<file path="src/rtl/spi_pkg.sv">
// Shared SPI master types and constants.
// Latency: n/a (declarations only).
// Backpressure: n/a.
package spi_pkg;

  localparam int SPI_WIDTH = 8;
  localparam int NUM_SS    = 2;
  localparam logic [NUM_SS-1:0] SS_IDLE = 2'b11;

  typedef enum logic [2:0] {
    ST_IDLE,
    ST_SETUP,
    ST_HIGH,
    ST_LOW,
    ST_GAP
  } spi_state_e;

endpackage

</file>
<file path="src/rtl/SPIbus.sv">
// Serial-side SPI bundle (mode 0, active-low selects).
// Latency: n/a (wires only).
// Backpressure: none; the serial bus is fully master-timed.
interface SPIbus;
  import spi_pkg::*;

  logic              miso;
  logic              mosi;
  logic              sck;
  logic [NUM_SS-1:0] ss;

  modport Master (
    input  miso,
    output mosi, sck, ss
  );
endinterface

</file>
<file path="src/rtl/SPIctrl.sv">
// System-side control bundle of the SPI master.
// Latency: n/a (wires only).
// Backpressure: XmitFull tells the producer that a strobe would be dropped.
interface SPIctrl;
  import spi_pkg::*;

  logic [SPI_WIDTH-1:0] toXmit;
  logic                 strobe;
  logic [NUM_SS-1:0]    ss;
  logic [SPI_WIDTH-1:0] Rcvd;
  logic                 Ready;
  logic                 XmitFull;
  logic                 busy;

  modport Master (
    input  toXmit, strobe, ss,
    output Rcvd, Ready, XmitFull, busy
  );
endinterface

</file>
<file path="src/rtl/spi_sck_divider.sv">
// Half-period tick generator: o_tick marks the last clk of each CLK_DIV-cycle phase.
// Latency: tick asserted CLK_DIV-1 cycles after a restart.
// Backpressure: none; i_restart realigns the count on every FSM state entry.
module spi_sck_divider #(
  parameter int CLK_DIV = 4
) (
  input  logic clk,
  input  logic reset,
  input  logic i_restart,
  output logic o_tick
);

  localparam logic [7:0] LP_LAST = 8'(CLK_DIV - 1);

  logic [7:0] r_cnt;

  assign o_tick = (r_cnt == LP_LAST);

  // Count clk cycles within the current phase; wrap on tick, zero on restart
  always_ff @(posedge clk or posedge reset) begin
    if (reset) begin
      r_cnt <= '0;
    end else if (i_restart || o_tick) begin
      r_cnt <= '0;
    end else begin
      r_cnt <= r_cnt + 8'd1;
    end
  end

endmodule

</file>
<file path="src/rtl/spi_master.sv">
// SPI mode-0 master, MSB first, 8-bit frames, one-entry transmit holding buffer.
// Latency: strobe-to-Ready 2 + 16*CLK_DIV clk; back-to-back frames separated by CLK_DIV clk of ss high.
// Backpressure: XmitFull=1 while a byte waits; strobes seen while full are dropped.
module spi_master
  import spi_pkg::*;
#(
  parameter int CLK_DIV = 4
) (
  input  logic   clk,
  input  logic   reset,
  SPIctrl.Master ctrl,
  SPIbus.Master  bus
);

  localparam logic [3:0] LP_BITS = 4'(SPI_WIDTH);

  spi_state_e           r_state, w_next;
  logic [SPI_WIDTH-1:0] r_buf, r_tx, r_rx, r_rcvd;
  logic [NUM_SS-1:0]    r_mask, r_ss;
  logic                 r_full, r_sck, r_mosi, r_ready;
  logic [3:0]           r_bit_cnt;
  logic                 w_tick, w_restart, w_accept;
  logic                 w_load, w_enter_high, w_enter_low, w_finish;

  assign w_accept  = ctrl.strobe & ~r_full;
  assign w_restart = (w_next != r_state);

  spi_sck_divider #(.CLK_DIV(CLK_DIV)) u_div (
    .clk       (clk),
    .reset     (reset),
    .i_restart (w_restart),
    .o_tick    (w_tick)
  );

  // Next state plus one-cycle transition strobes that steer the datapath
  always_comb begin
    w_next       = r_state;
    w_load       = 1'b0;
    w_enter_high = 1'b0;
    w_enter_low  = 1'b0;
    w_finish     = 1'b0;
    case (r_state)
      ST_IDLE: begin
        if (r_full) begin
          w_next = ST_SETUP;
          w_load = 1'b1;
        end
      end
      ST_SETUP, ST_LOW: begin
        if (w_tick) begin
          w_next       = ST_HIGH;
          w_enter_high = 1'b1;
        end
      end
      ST_HIGH: begin
        if (w_tick) begin
          if (r_bit_cnt == LP_BITS) begin
            w_next   = ST_GAP;
            w_finish = 1'b1;
          end else begin
            w_next      = ST_LOW;
            w_enter_low = 1'b1;
          end
        end
      end
      ST_GAP: begin
        // A byte queued during the frame starts right here, skipping IDLE
        if (w_tick) begin
          if (r_full) begin
            w_next = ST_SETUP;
            w_load = 1'b1;
          end else begin
            w_next = ST_IDLE;
          end
        end
      end
      default: w_next = ST_IDLE;
    endcase
  end

  // State register
  always_ff @(posedge clk or posedge reset) begin
    if (reset) r_state <= ST_IDLE;
    else       r_state <= w_next;
  end

  // Holding buffer: fills only when empty, drains when a frame starts
  always_ff @(posedge clk or posedge reset) begin
    if (reset) begin
      r_buf  <= '0;
      r_mask <= '0;
      r_full <= 1'b0;
    end else if (w_accept) begin
      r_buf  <= ctrl.toXmit;
      r_mask <= ctrl.ss;
      r_full <= 1'b1;
    end else if (w_load) begin
      r_buf  <= '0;
      r_mask <= '0;
      r_full <= 1'b0;
    end
  end

  // Serial engine: sck, mosi, selects, shift registers and bit counter
  always_ff @(posedge clk or posedge reset) begin
    if (reset) begin
      r_tx      <= '0;
      r_rx      <= '0;
      r_bit_cnt <= '0;
      r_sck     <= 1'b0;
      r_mosi    <= 1'b0;
      r_ss      <= SS_IDLE;
    end else begin
      if (w_load) begin
        r_tx      <= r_buf;
        r_mosi    <= r_buf[SPI_WIDTH-1];
        r_ss      <= ~r_mask;
        r_sck     <= 1'b0;
        r_bit_cnt <= '0;
      end
      if (w_enter_high) begin
        r_sck     <= 1'b1;
        r_rx      <= {r_rx[SPI_WIDTH-2:0], bus.miso};
        r_bit_cnt <= r_bit_cnt + 4'd1;
      end
      if (w_enter_low) begin
        r_sck  <= 1'b0;
        r_mosi <= r_tx[SPI_WIDTH-2];
        r_tx   <= r_tx << 1;
      end
      if (w_finish) begin
        r_sck <= 1'b0;
        r_ss  <= SS_IDLE;
      end
    end
  end

  // Frame completion: publish received byte and pulse Ready once
  always_ff @(posedge clk or posedge reset) begin
    if (reset) begin
      r_rcvd  <= '0;
      r_ready <= 1'b0;
    end else begin
      r_ready <= w_finish;
      if (w_finish) r_rcvd <= r_rx;
    end
  end

  assign ctrl.Rcvd     = r_rcvd;
  assign ctrl.Ready    = r_ready;
  assign ctrl.XmitFull = r_full;
  assign ctrl.busy     = (r_state != ST_IDLE);
  assign bus.mosi      = r_mosi;
  assign bus.sck       = r_sck;
  assign bus.ss        = r_ss;

endmodule

</file>
<file path="src/flat_wrapper.sv">
// flat-port wrapper written by rule: the top's interface ports become plain ports
module spi_master_flat import spi_pkg::*;
#(
  parameter int CLK_DIV = 4
)
  (clk, reset, ctrl_toXmit, ctrl_strobe, ctrl_ss, ctrl_Rcvd, ctrl_Ready, ctrl_XmitFull, ctrl_busy, bus_miso, bus_mosi, bus_sck, bus_ss);
  SPIctrl ctrl_i ();
  SPIbus bus_i ();
  input  logic clk;
  input  logic reset;
  input wire logic [$bits(ctrl_i.toXmit)-1:0] ctrl_toXmit;
  input wire logic [$bits(ctrl_i.strobe)-1:0] ctrl_strobe;
  input wire logic [$bits(ctrl_i.ss)-1:0] ctrl_ss;
  output wire logic [$bits(ctrl_i.Rcvd)-1:0] ctrl_Rcvd;
  output wire logic [$bits(ctrl_i.Ready)-1:0] ctrl_Ready;
  output wire logic [$bits(ctrl_i.XmitFull)-1:0] ctrl_XmitFull;
  output wire logic [$bits(ctrl_i.busy)-1:0] ctrl_busy;
  input wire logic [$bits(bus_i.miso)-1:0] bus_miso;
  output wire logic [$bits(bus_i.mosi)-1:0] bus_mosi;
  output wire logic [$bits(bus_i.sck)-1:0] bus_sck;
  output wire logic [$bits(bus_i.ss)-1:0] bus_ss;
  assign ctrl_i.toXmit = ctrl_toXmit;
  assign ctrl_i.strobe = ctrl_strobe;
  assign ctrl_i.ss = ctrl_ss;
  assign ctrl_Rcvd = ctrl_i.Rcvd;
  assign ctrl_Ready = ctrl_i.Ready;
  assign ctrl_XmitFull = ctrl_i.XmitFull;
  assign ctrl_busy = ctrl_i.busy;
  assign bus_i.miso = bus_miso;
  assign bus_mosi = bus_i.mosi;
  assign bus_sck = bus_i.sck;
  assign bus_ss = bus_i.ss;
  spi_master #(.CLK_DIV(CLK_DIV)) u_core (.clk(clk), .reset(reset), .ctrl(ctrl_i), .bus(bus_i));
endmodule
</file>
<file path="config.mk">
export PLATFORM = sky130hd
export DESIGN_NAME = spi_master_flat
export DESIGN_NICKNAME = d
export VERILOG_FILES = /design/src/rtl/spi_pkg.sv /design/src/rtl/SPIbus.sv /design/src/rtl/SPIctrl.sv /design/src/rtl/spi_sck_divider.sv /design/src/rtl/spi_master.sv /design/src/flat_wrapper.sv
export SDC_FILE = /design/constraint.sdc
export NUM_CORES = 1
export LEC_CHECK = 0
export CORE_UTILIZATION = 59
export CTS_BUF_LIST = sky130_fd_sc_hd__clkbuf_16
export CTS_CLUSTER_DIAMETER = 200
export DETAILED_ROUTE_END_ITERATION = 16
export GPL_TIMING_DRIVEN = 0
export PLACE_DENSITY = 0.84
export REMOVE_ABC_BUFFERS = 1
export SYNTH_ARGS = -nofsm -noshare
export SYNTH_HDL_FRONTEND = slang
export SYNTH_SLANG_ARGS = --single-unit
</file>
<file path="constraint.sdc">
create_clock -name clk -period 4.7 [get_ports clk]
set_clock_uncertainty 0.1 [all_clocks]
set_input_delay 1.175 -clock clk [delete_from_list [all_inputs] [get_ports clk]]
set_output_delay 1.175 -clock clk [all_outputs]
set_load 0.01 [all_outputs]
</file>
* Word-level counts from Yosys, hierarchy flattened
Cells that the tools add are included.
** Cells by class
- Reductions and logical operators :: 9
- Mux-type cells :: 36
- Add/sub/neg operators :: 2
- Equal/unequal tests :: 7
- Bitwise logic cells :: 3
** Operator list (count)
- $mux W8 :: 3
- $mux W1 :: 18
- $mux W3 :: 5
- $mux W7 :: 2
- $pmux W3 S4 :: 1
- $add A8 B1 Y8 const B :: 1
- $eq A8 B2 Y1 const B :: 1
- $mux W2 :: 4
- $mux W4 :: 2
- $reduce_bool A2 Y1 :: 4
- $eq A3 B2 Y1 const B :: 2
- $add A4 B1 Y4 const B :: 1
- $eq A4 B4 Y1 const B :: 1
- $reduce_bool A4 Y1 :: 1
- $eq A3 B1 Y1 const B :: 1
- $eq A3 B3 Y1 const B :: 1
- $logic_not A3 Y1 :: 1
- $ne A3 B3 Y1 :: 1
- $reduce_bool A3 Y1 :: 1
- $not A2 Y2 :: 1
- $pmux W1 S2 :: 1
- $reduce_or A2 Y1 :: 1
- $and A1 B1 Y1 :: 1
- $logic_or A1 B1 Y1 :: 1
- $not A1 Y1 :: 1
** Storage, ports and cells
- Logic and storage cells :: 70
- Flip-flop bits (word level) :: 54

* Logic depth before layout (Yosys ltp)
Gate-level depths: netlist of the first run.
- Word-level depth :: 7
- Depth in mapped cells :: 6

* Hierarchy
Synthesis of the first run repeated with hierarchy kept, for this count alone.
** Unflattened totals
- Cell total of the unflattened synthesis :: 235
- Area, all modules :: 2563.7 sq um
** Modules (own cells, without submodules)
- spi_master :: seq. area each 1153.6 sq um, area an instance 2152.1 sq um, cells an instance 195, times used 1
- spi_sck_divider :: seq. area each 200.2 sq um, area an instance 411.6 sq um, cells an instance 40, times used 1

* Worst setup path before layout of the first run
Ideal clock, no wire load.
- Kind :: register to register
- From :: register u_core.u_div.r_cnt[0]
- To :: register u_core.r_rcvd[0], in the netlist u_core.ctrl.Rcvd[0]
- Data required time :: 4475 ps
- Stages on the path, launching flop included :: 6
- Clock period less this slack :: 2288 ps
- Buffers on the path :: 1
- Setup time :: 125 ps
- Arrival :: 2063 ps
- Path slack :: 2412 ps
- Cell sequence :: dfrtp_1 -> ha_1 -> or4b_4 -> or4_4 -> buf_6 -> mux2_4
** On the way
- Word-level cells in the longest chain between the ends :: 3
** RTL lines
- from (decl) :: line spi_sck_divider.sv:15 : logic [7:0] r_cnt;
- from (signal assigned) :: line spi_sck_divider.sv:26 : r_cnt <= r_cnt + 8'd1;
- $eq A8 B2 Y1 :: line spi_sck_divider.sv:17 : assign o_tick = (r_cnt == LP_LAST);
- $mux W1 :: line spi_master.sv:56 : if (w_tick) begin
- $mux W1 :: line spi_master.sv:42 : case (r_state)
- to (signal assigned) :: line spi_master.sv:145 : if (w_finish) r_rcvd <= r_rx;
- to (decl) :: line spi_master.sv:18 : logic [SPI_WIDTH-1:0] r_buf, r_tx, r_rx, r_rcvd;
Every way passes these cells.
A chain may end at the register's enable or synchronous reset.

* Worst setup path in the final report of the first run
- From :: register u_core.r_state[2]
- To :: output port ctrl_busy
** On the way
- Word-level cells in the longest chain between the ends :: 1
** RTL lines
- from (decl) :: line spi_master.sv:17 : spi_state_e r_state, w_next;
- from (signal assigned) :: line spi_master.sv:84 : else r_state <= w_next;
- $reduce_bool A3 Y1 :: line spi_master.sv:152 : assign ctrl.busy = (r_state != ST_IDLE);
- to (decl) :: line flat_wrapper.sv:17 : output wire logic [$bits(ctrl_i.busy)-1:0] ctrl_busy;
Every way passes these cells.

==> run_results.csv, run 1 <==
group,metric,value,unit
grt,grt_max_degree,40,
finish,layout_commonest_cell,"dfrtp_1",
finish,fin_nets,262,
clocking,cts_buffers,5,
timing,finalHoldViolations,0,
synthesis,syn_area,2430,um^2
routing,vias,1747,
clocking,root_buffer,"clkbuf_16",
floorplan,start_util,64.0,%
floorplan,num_rows,22,
clocking,cts.path.max_buffers,2,
setup_path,path_class,"reg -> out",
synthesis,ys_seq_area_share,55.7,%
grt,overflow,0,
routing,wl_met3,184,um
clocking,ctsHoldBuffers,0,
floorplan,die_x,66.2,um
power_and_ir_drop,leakagePower,1.30,nW
finish,drive_above_1_share,12.2,%
placed_design,place_hpwl,3260,um
placed_design,dp.cells,286,
routing,highest_layer,"met4",
setup_path,rr_endpoint,"u_core.r_buf[7]",
setup_path,path_depth,2,
clocking,cts_tree,"built",
setup_path,crit_slowest_cell,"clkdlybuf4s50_1",
setup_path,r2r_slack,1.87,ns
setup_path,crit_family,"buffers and inverters",
routing,met2_length,2560,um
setup_path,required,3.42,ns
timing,finalCriticalPeriod,2.95,ns
timing,fin_crit_sh,62.8,%
setup_path,crit_buf_inv,1,
timing,worst_slew_pin_slew,1.24,ns
worst_hold_path,hp-class,"reg -> reg",
setup_path,r2r_start,"u_core.u_div.r_cnt[0]",
routing,post-route-drc-count,0,
routing,drt_first_iter_violations,165,
setup_path,cp-start-kind,"register",
worst_hold_path,hold_depth,1,
timing,worst_slack,1.75,ns
grt,grt_usage,27.2,%
synthesis,yosys_warnings,0,
placed_design,io_buffers,28,
finish,nFillCells,285,
job,cap_violations,0,
placed_design,place_ws,1.87,ns
grt,grt_pass1_wl,8690,um
synthesis,avgSynthCellArea,11.0,um^2
clocking,cts.sinks,54,
clocking,ctsResizeCount,0,
timing,max-slew-margin-rel,16.8,%
setup_path,critPathCaptureType,"primary output",
floorplan,coreArea,3800,um^2
timing,finalMaxSlewViolations,0,
routing,vias_per_cell,5.96,
synthesis,ys_seq_elements,54,
worst_hold_path,hold_end,"u_core.bus.ss[0]",
grt,antenna_found_initial,0,
floorplan,dieArea,4380,um^2
routing,wl_per_cell,16.9,um
power_and_ir_drop,ir_worst_vdd,0.308,mV
floorplan,die_h,66.2,um
clocking,h-tree-depth,2,
synthesis,synthCells,220,
outcome,status,"finished, final reports clean",
timing,setup_viol,0,
setup_path,worstPathMaxFanout,9,
timing,rsz0062_at_grt,"false",
setup_path,path_cells,"or3_1, clkdlybuf4s50_1",
routing,met1_length,2140,um
setup_path,cpPeakStageDelay,0.49,ns
setup_path,cp.arrival,1.67,ns
finish,num_antenna_cells,0,
finish,layout_common_cells,"dfrtp_1, clkdlybuf4s50_1, nand2_1",
routing,detail-route-antenna-nets,0,
clocking,clk_latency,0.29,ns
power_and_ir_drop,power_density,547,nW/um^2
clocking,post_cts_buffers,0,
worst_hold_path,hp-start,"u_core.r_mask[0]",
synthesis,ys_types,39,
grt,grt_pass1_vias,1781,
finish,area_growth,18.3,%
timing,fin_tns_setup,0,ns
routing,drt_wl_total,4960,um
setup_path,ff2ff_path_depth,5,
timing,fmax,0.339,GHz
placed_design,place_congestion,0.782,
routing,dr.pass1.iters,4,
clocking,clkTransAtPathRegs,0.07,ns
floorplan,ios,29,
finish,final_util,75.7,%
finish,final_cells,293,
==> worst max path at each step <==
stage / start / to
6_report: u_core.r_state[2] / ctrl_busy
5_1_grt: u_core.u_div.r_cnt[0] / u_core.r_buf[0]
4_1_cts: u_core.r_state[2] / ctrl_busy
3_5_place_dp: u_core.u_div.r_cnt[0] / u_core.r_buf[3]
3_3_place_gp: reset / u_core.r_buf[0]
2_1_floorplan: reset / u_core.bus.mosi
==> sequential cells by signal (all words and copies together), names as in the netlist <==
signal,flops
u_core.r_tx,7
u_core.bus.mosi,1
u_core.u_div.r_cnt,8
u_core.ctrl.XmitFull,1
u_core.r_bit_cnt,4
u_core.r_mask,2
u_core.bus.sck,1
u_core.r_rx,8
u_core.r_buf,8
u_core.r_state,3
u_core.ctrl.Rcvd,8
u_core.ctrl.Ready,1
u_core.bus.ss,2
==> through the flow <==
| step | hold slack (ns) | area, um^2 | power (mW) |
|---|---|---|---|
| global placement | 0.331 | 2720 | 1.19 |
| global route | 0.391 | 2870 | 1.69 |
| CTS | 0.349 | 2870 | 1.57 |
| detailed placement | 0.348 | 2740 | 1.23 |
| finish | 0.348 | 2870 | 1.57 |
| floorplan | 0.322 | 2380 | 1.06 |
==> per-layer routing <==
metal,global-route usage [%],vias up
li1,-,828
met1,36.6,862
met2,44.8,50
met3,4.66,7
met4,8.51,0
met5,0,-
==> cells by family (layout without fill, tap and decap cells) <==
group           count (synthesis)  count (layout)  synth area share, %
fa+ha+maj                       3               3                 1.54
mux                            16              16                 8.65
buf+inv                        18              43                 3.09
flops                          54              54                 55.7
simple gates                   69              69                 14.6
xor+xnor                        7               7                 2.52
compound gates                 53              53                 13.9
==> synth_stat cells <==
cell type,number,area [um^2]
nand2b_1,1,6.26
a2111oi_0,1,8.76
nand3_1,9,45.0
mux2_4,8,120
o31a_1,1,8.76
o22ai_1,2,12.5
and3b_1,1,8.76
xor2_1,6,52.6
o21ai_2,1,8.76
a311o_1,1,10.0
o211ai_1,4,30.0
inv_1,7,26.3
nor4_2,1,12.5
and3_1,2,12.5
mux2_2,8,90.1
dfstp_2,2,52.6
ha_1,3,37.5
nor3_1,3,15.0
nand2_1,26,97.6
buf_6,1,11.3
a2bb2oi_1,7,61.3
or4b_4,1,13.8
buf_1,2,7.51
nand3b_1,1,7.51
nor2b_1,2,12.5
a21boi_0,1,7.51
a31oi_1,7,43.8
or3b_1,1,8.76
o32a_1,1,10.0
o21ai_0,24,120
xnor2_1,1,8.76
clkbuf_1,8,30.0
a21oi_1,3,15.0
or3_1,4,25.0
dfrtp_1,52,1300
nor3b_1,2,15.0
nor4b_2,1,15.0
nor2_1,13,48.8
or4_4,1,11.3
==> area by class of cell <==
cell class	instances	area [um^2]	area share [%]
clock buffers	5	125	4.35
repair buffers	29	300	10.4
flip-flops and latches	54	1350	47.1
inverters	7	26.3	0.914
multi-input cells	148	1000	34.8
well taps	48	60.1	2.09
clock inverters	2	7.51	0.261
==> report_power, final <==
group	switching, mW	leakage [nW]	internal, mW
clock network	0.152	0.0723	0.191
logic	0.240	0.527	0.224
registers	0.135	0.698	0.631
==> worst register-to-register path, cell delays in order (launching register included) <==
cell,delay (ns)
dfrtp_1,0.42
ha_1,0.28
nor4b_2,0.20
a21boi_0,0.97
nor2_1,0.49
o21ai_0,0.28
No activity file was read; power rests on OpenSTA's default activity.
==> run 2, diff against run 1 <==
- CORE_UTILIZATION: 59 -> 55
- PLACE_DENSITY: 0.84 -> 0.79
- clock period: 4.7 -> 2.8 ns (I/O delays scaled with it)
==> run_results.csv, run 2 (synthesized netlist as in run 1, its figures left out) <==
group,metric,value,unit
clocking,cts.path.max_buffers,2,
timing,fmax,0.397,GHz
timing,fin_crit_sh,89.9,%
clocking,clk_latency,0.29,ns
setup_path,critPathCaptureType,"primary output",
routing,post-route-drc-count,0,
floorplan,coreArea,4120,um^2
power_and_ir_drop,leakagePower,1.30,nW
routing,vias_per_cell,5.80,
power_and_ir_drop,ir_worst_vdd,0.511,mV
placed_design,place_congestion,0.812,
clocking,cts.sinks,54,
grt,overflow,0,
power_and_ir_drop,power_density,912,nW/um^2
routing,wl_per_cell,15.2,um
finish,fin_nets,262,
routing,vias,1717,
clocking,cts_tree,"built",
finish,area_growth,18.5,%
timing,rsz0062_at_grt,"false",
routing,drt_first_iter_violations,96,
floorplan,die_h,68.5,um
timing,finalCriticalPeriod,2.52,ns
grt,grt_max_degree,40,
finish,drive_above_1_share,12.2,%
routing,detail-route-antenna-nets,0,
grt,grt_pass1_vias,1623,
setup_path,cp.arrival,1.72,ns
grt,antenna_found_initial,0,
placed_design,place_hpwl,2980,um
timing,worst_slew_pin_slew,0.962,ns
floorplan,die_x,68.5,um
setup_path,worstPathMaxFanout,9,
routing,drt_wl_total,4500,um
timing,finalMaxSlewViolations,0,
finish,num_antenna_cells,0,
job,cap_violations,0,
timing,setup_viol,0,
placed_design,dp.cells,288,
clocking,clkTransAtPathRegs,0.07,ns
setup_path,required,2.00,ns
finish,nFillCells,321,
finish,layout_commonest_cell,"dfrtp_1",
floorplan,dieArea,4690,um^2
floorplan,start_util,59.0,%
finish,final_cells,296,
grt,grt_pass1_wl,7580,um
power_and_ir_drop,fin_total_pwr,2.63,mW
clocking,h-tree-depth,2,
setup_path,path_class,"reg -> out",
timing,max-slew-margin-rel,35.3,%
timing,finalHoldViolations,0,
floorplan,num_rows,23,
routing,dr.pass1.iters,4,
clocking,root_buffer,"clkbuf_16",
worst_hold_path,hp-class,"reg -> reg",
floorplan,ios,29,
placed_design,io_buffers,28,
setup_path,cp-start-kind,"register",
outcome,status,"finished, final reports clean",
grt,grt_usage,22.3,%
clocking,cts_buffers,5,
clocking,post_cts_buffers,0,
finish,layout_common_cells,"dfrtp_1, clkdlybuf4s50_1, nand2_1",
-- run 2: changes by cell type in the layout (fill, tap and decap cells not counted) --
cell      change
a21boi_1      +1
inv_1         +1
a21boi_0      -1
-- run 2: what timing repair did --
action,in CTS,in global routing
hold buffers,0,0
resized for setup,0,1
setup endpoints to repair,0,13
endpoints found under the hold margin,0,0
-- run 2: cell type report --
type                            instances  area [um^2]  area share [%]
Inverter                                7         26.3           0.912
Multi-Input combinational cell        148         1000            34.8
Clock buffer                            5          125            4.34
Clock inverter                          3         11.3           0.391
Sequential cell                        54         1350            47.0
Tap cell                               50         62.6            2.17
Timing Repair Buffer                   29          300            10.4
-- run 2: report_power, final --
part           switching [mW]  leakage [nW]  internal, mW  total, mW
registers               0.222         0.698          1.06       1.28
clock network           0.257        0.0776         0.322      0.579
logic                   0.388         0.528         0.377      0.765
-- run 2: worst paths after layout --
check                      slack [ns]                  start               end  cells past startpoint
setup / recovery                 0.28      u_core.r_state[2]         ctrl_busy                      2
hold / removal                   0.35       u_core.r_mask[0]  u_core.bus.ss[0]                      1
setup reg to reg                 0.29  u_core.u_div.r_cnt[0]  u_core.r_mask[1]                      5
hold reg to reg                  0.35       u_core.r_mask[0]  u_core.bus.ss[0]                      1
max in group asynchronous        1.41                  reset  u_core.bus.ss[0]                      3
min in group asynchronous        0.60                  reset    u_core.r_rx[6]                      2
-- run 2: layer usage --
| metal | track usage [%] | wire length, um | up-vias |
|---|---|---|---|
| met4 | 8.07 | 69 | 0 |
| met5 | 0 | 0 | - |
| met2 | 34.2 | 2060 | 41 |
| met3 | 4.00 | 171 | 7 |
| met1 | 31.5 | 2200 | 834 |
| li1 | - | - | 835 |
-- run 2: critical path: stages, from the launching register on --
cell and delay (ns):
dfrtp_1 0.48, or3_1 0.45, clkdlybuf4s50_1 0.50
-- run 2: through the flow --
step | area (um^2) | utilization (%) | TNS, ns | hold WS [ns] | setup slack [ns]
after detailed placement | 2740 | 66.7 | 0 | 0.344 | 0.0852
after global placement | 2720 | 66.2 | -15.53 | 0.335 | -0.300
after global routing | 2880 | 70.0 | 0 | 0.373 | 0.0350
final | 2880 | 70.0 | 0 | 0.349 | 0.283
after floorplan | 2380 | - | 0 | 0.322 | 0.532
after CTS | 2880 | 70.0 | 0 | 0.352 | 0.0643
==> run 3, diff against run 2 <==
- CAP_MARGIN: unset -> 20
- RECOVER_POWER: unset -> 25
==> run_results.csv, run 3 (synthesized netlist as in run 1, its figures left out) <==
group,metric,value,unit
clocking,cts_tree,"built",
routing,drt_first_iter_violations,82,
routing,dr.pass1.iters,4,
clocking,clk_latency,0.29,ns
power_and_ir_drop,p_comb_share,29.1,%
finish,fin_area,2870,um^2
setup_path,worstPathMaxFanout,13,
grt,grt_pass1_wl,7580,um
setup_path,path_class,"reg -> reg",
power_and_ir_drop,intPower,1.76,mW
clocking,h-tree-depth,2,
timing,finalHoldViolations,0,
floorplan,ios,29,
timing,fin_tns_setup,0,ns
outcome,status,"finished, final reports clean",
timing,hold_slack,0.349,ns
clocking,ctsHoldBuffers,0,
grt,overflow,0,
timing,setup_viol,0,
setup_path,required,2.83,ns
routing,post-route-drc-count,0,
setup_path,critPathCaptureType,"register",
power_and_ir_drop,ir_worst_vdd,0.509,mV
placed_design,place_congestion,0.812,
finish,drive_above_1_share,12.1,%
routing,detail-route-antenna-nets,0,
power_and_ir_drop,leakagePower,1.30,nW
setup_path,cp.arrival,2.55,ns
timing,worst_slew_pin_slew,0.984,ns
timing,max-slew-margin-rel,33.9,%
clocking,root_buffer,"clkbuf_16",
finish,area_growth,18.1,%
routing,vias_per_cell,5.73,
routing,vias,1701,
finish,layout_commonest_cell,"dfrtp_1",
grt,grt_usage,22.3,%
job,cap_violations,0,
grt,grt_pass1_vias,1623,
grt,grt_max_degree,40,
worst_hold_path,hp-class,"reg -> reg",
routing,drt_wl_total,4490,um
clocking,cts.sinks,54,
floorplan,num_rows,23,
setup_path,cp-start-kind,"register",
finish,layout_common_cells,"dfrtp_1, clkdlybuf4s50_1, nand2_1",
timing,finalCriticalPeriod,2.52,ns
power_and_ir_drop,seqPwrFrac,48.9,%
clocking,clkTransAtPathRegs,0.07,ns
finish,final_cells,297,
clocking,cts_buffers,5,
floorplan,die_h,68.5,um
clocking,ctsResizeCount,0,
power_and_ir_drop,p_switching,865,uW
floorplan,die_x,68.5,um
placed_design,place_area,2740,um^2
finish,num_antenna_cells,0,
timing,fin_crit_sh,89.9,%
setup_path,cpPeakStageDelay,0.59,ns
finish,fin_nets,263,
power_and_ir_drop,swShare,33.0,%
setup_path,path_cells,"ha_1, nor4b_2, a21boi_0, buf_2, nor2_1, o21ai_0",
clocking,post_cts_buffers,0,
floorplan,coreArea,4120,um^2
setup_path,crit_slowest_cell,"nor2_1",
placed_design,io_buffers,28,
timing,rsz0062_at_grt,"false",
timing,finalMaxSlewViolations,0,
routing,wl_per_cell,15.1,um
clocking,cts.path.max_buffers,2,
power_and_ir_drop,power_density,913,nW/um^2
placed_design,place_hpwl,2980,um
floorplan,dieArea,4690,um^2
timing,fmax,0.397,GHz
grt,antenna_found_initial,0,
placed_design,dp.cells,288,
floorplan,start_util,59.0,%
power_and_ir_drop,clock_power_share,22.1,%
run 3: changes by cell type in the layout (fill, tap and decap cells not counted):
cell	change
a21boi_1	-1
buf_2	+1
a21boi_0	+1
buf_12	-1
clkbuf_2	+1
clkdlybuf4s50_1	-1
inv_1	+1
inv_2	-1
dlygate4sd3_1	+1
run 3: power by group through the flow:
stage	sequential [mW]	combinational [mW]	clock (mW)
6_report	1.28	0.762	0.579
5_1_grt	1.32	0.866	0.622
4_1_cts	1.28	0.774	0.587
3_5_place_dp	1.28	0.767	0
3_3_place_gp	1.27	0.731	0
2_1_floorplan	1.24	0.537	0
run 3: path summary, 6_finish.rpt:
| path | slack (ns) | end | startpoint | cells after the start |
|---|---|---|---|---|
| setup / recovery | 0.28 | u_core.r_mask[1] | u_core.u_div.r_cnt[0] | 6 |
| hold / removal | 0.35 | u_core.bus.ss[0] | u_core.r_mask[0] | 1 |
| setup reg to reg | 0.28 | u_core.r_mask[1] | u_core.u_div.r_cnt[0] | 6 |
| hold reg to reg | 0.35 | u_core.bus.ss[0] | u_core.r_mask[0] | 1 |
| max in group asynchronous | 0.45 | u_core.r_bit_cnt[0] | reset | 3 |
| min in group asynchronous | 0.81 | u_core.r_rx[6] | reset | 2 |
run 3: final cells by class:
type	instances	area (um^2)
flip-flops and latches	54	1350
fillers	322	1240
multi-input cells	148	1000
repair buffers	30	290
clock buffers	5	125
well taps	50	62.6
inverters	7	26.3
clock inverters	3	11.3
run 3: critical path, delay by kind of cell (launching register included):
family / cells / cell delay, ns
AO/OA/AOI/OAI: 2 / 0.40
adder cells (fa/ha/maj): 1 / 0.26
buffers and inverters: 1 / 0.22
flip-flops: 1 / 0.41
AND/OR/NAND/NOR: 2 / 0.97
run 3: stage by stage:
step           utilization, %  worst slack (ns)  total power, mW
4_1_cts                  70.0            0.0643             2.64
3_3_place_gp             66.2            -0.300             2.00
3_5_place_dp             66.7            0.0852             2.05
2_1_floorplan               -             0.532             1.78
6_report                 69.7             0.282             2.62
5_1_grt                  69.7            0.0455             2.81
run 3: routing by layer:
layer / track usage [%] / share of wire, % / wire length (um)
met1: 31.5 / 50 / 2220
met3: 4.00 / 3.1 / 141
met5: 0 / 0 / 0
met4: 8.07 / 1.4 / 63
met2: 34.2 / 46 / 2060
